### src/rtl/click_burst_counter.sv
// click_burst_counter
//
// Groups single-cycle press strobes from the debouncer into bursts. Strobes
// that follow each other within WINDOW_CYCLES are counted together. A burst
// closes when the gap runs out or when it reaches MAX_CLICKS presses. The
// burst length is then offered as one event on a valid/ready output.
//
// Optional feature: define CLICK_BURST_DROP_COUNT_EN to add the drop_count
// output. It is a saturating count of strobes that arrive while an event is
// waiting and is not being accepted in that cycle.
//
// Ports:
//   clk          in   system clock, rising edge
//   rst_n        in   asynchronous active-low reset
//   pulse_in     in   press strobe, one press per high cycle
//   event_valid  out  burst result available (registered)
//   event_count  out  presses in the burst, 1..MAX_CLICKS, stable while valid
//   event_ready  in   consumer accepts the event
//   busy         out  registered, high whenever the state is not idle
//   drop_count   out  8-bit saturating dropped-strobe count (optional)
module click_burst_counter #(
    parameter int unsigned WINDOW_CYCLES = 4096,
    parameter int unsigned MAX_CLICKS    = 3,
    parameter int unsigned COUNT_W       = 2
) (
    input  logic               clk,
    input  logic               rst_n,
    input  logic               pulse_in,
    output logic               event_valid,
    output logic [COUNT_W-1:0] event_count,
    input  logic               event_ready,
    output logic               busy
`ifdef CLICK_BURST_DROP_COUNT_EN
    ,
    output logic [7:0]         drop_count
`endif
);

    localparam int unsigned TIMER_W = $clog2(WINDOW_CYCLES);

    // The strobe cycle itself is the first cycle of the gap. The timer reads 0
    // one cycle after the strobe, so the window ends when it reaches
    // WINDOW_CYCLES-2. The event then appears WINDOW_CYCLES cycles after the
    // cycle that carried the last strobe.
    localparam logic [TIMER_W-1:0] TimerLast = TIMER_W'(WINDOW_CYCLES - 2);
    localparam logic [COUNT_W-1:0] MaxCount  = COUNT_W'(MAX_CLICKS);
    localparam logic [COUNT_W-1:0] OneCount  = COUNT_W'(1);

    typedef enum logic [1:0] {
        StIdle,
        StCollect,
        StPending
    } state_e;

    state_e             state_q, state_d;
    logic [COUNT_W-1:0] count_q, count_d;
    logic [TIMER_W-1:0] timer_q, timer_d;
    logic               valid_q, busy_q;

    always_comb begin
        state_d = state_q;
        count_d = count_q;
        timer_d = timer_q;

        unique case (state_q)
            StIdle: begin
                if (pulse_in) begin
                    count_d = OneCount;
                    timer_d = '0;
                    state_d = (MAX_CLICKS == 1) ? StPending : StCollect;
                end
            end

            StCollect: begin
                // A strobe takes priority over a timeout in the same cycle.
                if (pulse_in) begin
                    count_d = count_q + OneCount;
                    timer_d = '0;
                    if (count_q + OneCount == MaxCount) begin
                        state_d = StPending;
                    end
                end else if (timer_q == TimerLast) begin
                    timer_d = '0;
                    state_d = StPending;
                end else begin
                    timer_d = timer_q + TIMER_W'(1);
                end
            end

            StPending: begin
                // The count is held here. A strobe counts only if the event
                // is accepted in the same cycle, and then it starts a new burst.
                if (event_ready) begin
                    if (pulse_in) begin
                        count_d = OneCount;
                        timer_d = '0;
                        state_d = (MAX_CLICKS == 1) ? StPending : StCollect;
                    end else begin
                        state_d = StIdle;
                    end
                end
            end

            default: begin
                state_d = StIdle;
            end
        endcase
    end

    always_ff @(posedge clk or negedge rst_n) begin
        if (!rst_n) begin
            state_q <= StIdle;
            count_q <= '0;
            timer_q <= '0;
            valid_q <= 1'b0;
            busy_q  <= 1'b0;
        end else begin
            state_q <= state_d;
            count_q <= count_d;
            timer_q <= timer_d;
            valid_q <= (state_d == StPending);
            busy_q  <= (state_d != StIdle);
        end
    end

    assign event_valid = valid_q;
    assign event_count = count_q;
    assign busy        = busy_q;

`ifdef CLICK_BURST_DROP_COUNT_EN
    logic [7:0] drop_q, drop_d;

    always_comb begin
        drop_d = drop_q;
        if (state_q == StPending && pulse_in && !event_ready && drop_q != 8'hFF) begin
            drop_d = drop_q + 8'd1;
        end
    end

    always_ff @(posedge clk or negedge rst_n) begin
        if (!rst_n) begin
            drop_q <= '0;
        end else begin
            drop_q <= drop_d;
        end
    end

    assign drop_count = drop_q;
`endif

endmodule

### config.mk
export PLATFORM = sky130hd
export DESIGN_NAME = click_burst_counter
export DESIGN_NICKNAME = d
export VERILOG_FILES = /design/src/rtl/click_burst_counter.sv
export SDC_FILE = /design/constraint.sdc
export NUM_CORES = 1
export LEC_CHECK = 0
export CAP_MARGIN = 20
export CORE_MARGIN = 10
export CORE_UTILIZATION = 54
export DETAILED_ROUTE_END_ITERATION = 10
export DONT_BUFFER_PORTS = 1
export MAX_ROUTING_LAYER = met4
export PLACE_DENSITY_LB_ADDON = 0.25
export SYNTH_ARGS = -nofsm -noshare
export SYNTH_HDL_FRONTEND = slang
export SYNTH_SLANG_ARGS = --single-unit
### constraint.sdc
create_clock -name clk -period 1.5 [get_ports clk]
set_input_delay 0.15 -clock clk [delete_from_list [all_inputs] [get_ports clk]]
set_output_delay 0.15 -clock clk [all_outputs]
set_load 0.02 [all_outputs]
# After elaboration in Yosys (flattened, before gate mapping)
# Index checks and enable logic that the tools add are counted.
[totals]
register_bits = 18
in_bits = 4
output_inout_bits = 4
word_cells = 35
[op_classes]
add_sub_neg = 2
n_eq_ne = 7
mux = 16
n_reduce_logical = 5
[ops]
columns = ["operator", "n"]
rows = [
  ["12-bit 2-to-1 mux", 4],
  ["12-bit case mux with 3 select lines", 1],
  ["2-bit 2-to-1 mux", 8],
  ["12-bit by 1-bit adder with 12-bit output, second input constant", 1],
  ["12-bit equality test, second input constant", 1],
  ["2-bit case mux with 3 select lines", 2],
  ["2-bit equality test, second input constant", 3],
  ["2-bit inequality test, second input constant", 2],
  ["3-bit AND reduction", 1],
  ["3-bit nonzero test", 1],
  ["2-bit by 1-bit adder with 2-bit output, second input constant", 1],
  ["2-bit by 1-bit equality test with 1-bit output, second input constant", 1],
  ["2-bit logical NOT", 1],
  ["2-bit AND reduction", 1],
  ["2-bit nonzero test", 1],
  ["1-bit 2-to-1 mux", 1],
]

# Longest topological paths before layout
[logic_depth]
depth_word = 6
mapped_depth = 7
depth_no_buf = 6

# Worst setup path after synthesis
# Ideal clock, no wire load.
[synth_path]
path_kind = "reg-to-reg"
startpoint = "register timer_q[0]"
endpoint = "register timer_q[4]"
setup_time_ns = 0.126
arrival_time_ns = 1.411
setup_slack_ns = -0.037
stages_incl_launch_ff = 8
n_path_buf = 1
period_less_slack_ns = 1.537
cell_sequence = "dfrtp_1 -> inv_1 -> ha_1 -> nand4_1 -> or3_1 -> buf_2 -> a31oi_1 -> o21ai_0"
[synth_between]
elab_chain_cells = 4
elab_cells_between_ends = 5
cone_classes = "1 x add/sub; 1 x eq/ne; 3 x mux"
[synth_rtl]
columns = ["item", "line", "text"]
rows = [
  ["from (decl)", "57", "logic [TIMER_W-1:0] timer_q, timer_d;"],
  ["from (signal assigned)", "120", "timer_q <= timer_d;"],
  ["12-bit by 1-bit adder with 12-bit output / 12-bit equality test (equally long branches)", "86, 82", ""],
  ["12-bit 2-to-1 mux *", "82", "end else if (timer_q == TimerLast) begin"],
  ["12-bit 2-to-1 mux *", "76", "if (pulse_in) begin"],
  ["12-bit case mux with 3 select lines *", "65", "unique case (state_q)"],
]
# Every way passes the cells marked *; elsewhere a longest branch is shown, timed or not.
# A chain may end at the register's enable or synchronous reset.

# Worst setup path in the final report
[layout_path]
startpoint = "register timer_q[0]"
endpoint = "register timer_q[2]"
# The elaborated chain is that of the path after synthesis.

==> run summary <==
Status - complete, but fails checks
Failing checks - negative setup slack
CTS tree - built
Non-filler cells, final - 169
Arrival time of the worst setup path - 1.80 ns
Least-Margin Pin Slew - 0.813 ns
Initial core utilization - 0.585
Sink Count - 18
TritonCTS buffer count - 3
Clk buf depth - 2
Netlist cell types - 32
Pwr dens - 1020 nW/um^2
Post-Synthesis Cell Area - 1030 sq um
Dominant cell type by area after synthesis - dfrtp_1
Peak Freq - 0.619 GHz
Setup ws final - -0.116 ns
Final Cycle Share - 1.08
# fillers - 107
RSZ-0062 raised after global routing - true
Hold Vio Cnt, Final - 0
Dominant cells by area after synthesis - dfrtp_1 (44%), nand2_1 (5.1%), o21ai_0 (3.9%)
Max-cap viol count - 0
Die Ht - 63.7 um
Yosys synthesis warning count - 0
Vias/cell - 6.27
Top_reg_cell synth - dfrtp_1
Antenna diodes - 0
Tmin final - 1.62 ns
DP HPWL - 1720 um
DRC - 0
Cell Count Post-Placement - 154
Root Buffer - clkbuf_4
Most frequent cells in the layout - buf_4 (31), dfrtp_1 (16), nand2_1 (14)
Worst stage delay on the critical path - 0.45 ns
Clk_lat worst skew - 0.29 ns
Core area - 1760 sq um
#FFs+latches synth - 18
Post-route cell area - 1430 sq um
CTS H-tree lvls - 1
Hold_ws - 0.0136 ns
Vias in the first global route - 970
Post-synth ARST share - 1.00
Critical path launch point type - flop
DRT Wirelength - 3050 um
WL/cell - 18.1 um
Vias post-DR - 1059
Post-Route Utilization - 0.813
Area Growth Syn to Fin - 38.9%
Final setup vio count - 10
Kind of critical path - flop to flop
Initial antenna violation count - 0
ANT nets after route - 0
Sequential area share after synthesis - 0.436
Crit-path cells - inv_2 > ha_1 > nand4_1 > or3_4 > a31oi_2 > mux2i_1
Register Area - 453 sq um
Pins Over Slew Limit - 0
Synth Net Count - 117
Syn Inst Count - 110
Leak - 0.620 nW
IO Pins - 8
Dpl ws - -0.0810 ns
Nets - 152
CP max FO - 6
Syn Area/Cell - 9.38 sq um
Grt ovf - 0
Multi-input logic area - 623 sq um
Iteration-0 DRC Markers - 53
Max VDD drop - 0.000710 V
First-pass GRT wire length - 4490 um
Tot GR Track Use - 0.136
Largest net degree at the start of global routing - 19
Clock slew at reported path FFs - 0.11 ns
Cell Area, Placed - 1220 sq um
Layout cells sized above 1 - 0.410
HP Class - input port to flop
Worst Path Required - 1.68 ns
Setup Skew - 0.00271 ns
Row cnt - 15
Slowest CP cell - dfrtp_2
Most common cell after layout, fill and taps aside - buf_4
Port-buffer cells - 0
Synth top area share - 0.436
Final RePlAce weighted congestion - 0.891
CP Capture Type - flop
Post-synth EDFFs - 0
Die area - 4060 sq um
Chip Width - 63.7 um
Slew HR - 0.456
TritonRoute pass-1 iters - 4
repair_timing:
item / CTS / global route
hold buffers: 2 / 0
setup buffers: 4 / 4
gates resized for setup: 5 / 18
setup endpoints to repair: 15 / 16
cloned: 0 / 1
endpoints found under the hold margin: 20 / 0
pin swaps: 3 / 7
flip-flops by register name, summed over array words and instances, names as in the netlist:
signal,flops
timer_q,12
event_count,2
state_q,2
busy,1
event_valid,1
metrics by stage:
step | setup TNS, ns | total power [mW]
after floorplan | 0 | 0.843
after global placement | -0.0331 | 0.972
after detailed placement | -0.440 | 0.986
after CTS | -0.215 | 1.34
after global routing | -1.61 | 1.54
final | -0.580 | 1.46
kinds of logic (layout without fill, tap and decap cells):
family,Yosys count,after routing,synth area share
AOI/OAI and AO/OA,28,28,0.200
xor gates and xnor gates,1,1,0.00849
adders and majority gates,3,3,0.0364
buffers and inverters,12,45,0.0497
DFF,18,18,0.436
muxes,2,2,0.0194
and+or+nand+nor,46,47,0.250
path summary, 6_finish.rpt:
kind / startpoint / endpoint / slack [ns] / depth (start not counted)
max: timer_q[0] / timer_q[2] / -0.12 / 6
min: pulse_in / state_q[0] / 0.01 / 2
max reg2reg: timer_q[0] / timer_q[2] / -0.12 / 6
min reg2reg: timer_q[7] / timer_q[7] / 0.63 / 2
max in group asynchronous: rst_n / state_q[0] / 0.56 / 1
min in group asynchronous: rst_n / timer_q[7] / 0.38 / 1
worst max-delay path, delay by kind of cell, from the launching register on:
family,cells,cell delay (ns)
AO/OA/AOI/OAI,1,0.19
adder cells (fa/ha/maj),1,0.14
buffers and inverters,1,0.06
flip-flops,1,0.45
multiplexers,1,0.11
AND/OR/NAND/NOR,2,0.55
cell type report:
| cell class | instances | share of cell area |
|---|---|---|
| clock buffers | 4 | 0.0253 |
| inverters | 7 | 0.0183 |
| multi-input cells | 81 | 0.435 |
| flip-flops and latches | 18 | 0.316 |
| well taps | 25 | 0.0218 |
| repair buffers | 34 | 0.184 |
synth_stat cells (3+ instances only):
library cell	instances
dfrtp_1	18
nand2_1	14
o21ai_0	8
inv_1	7
nand3_1	7
a21oi_1	6
nand4_1	6
or3_1	6
a31oi_1	5
ha_1	3
power by group:
group	total (mW)	switching, mW	internal [mW]	leakage (nW)
Combinational	0.496	0.252	0.244	0.363
Sequential	0.657	0.111	0.546	0.237
Clock	0.308	0.160	0.148	0.0210
routing by layer:
metal / vias to the layer above / part of all wire / GRT usage
met5: - / 0 / -
met4: 0 / 0.018 / 0.0574
met3: 13 / 0.073 / 0.0265
met2: 63 / 0.51 / 0.209
met1: 507 / 0.40 / 0.169
li1: 476 / - / -
No activity file was read; power rests on OpenSTA's default activity.
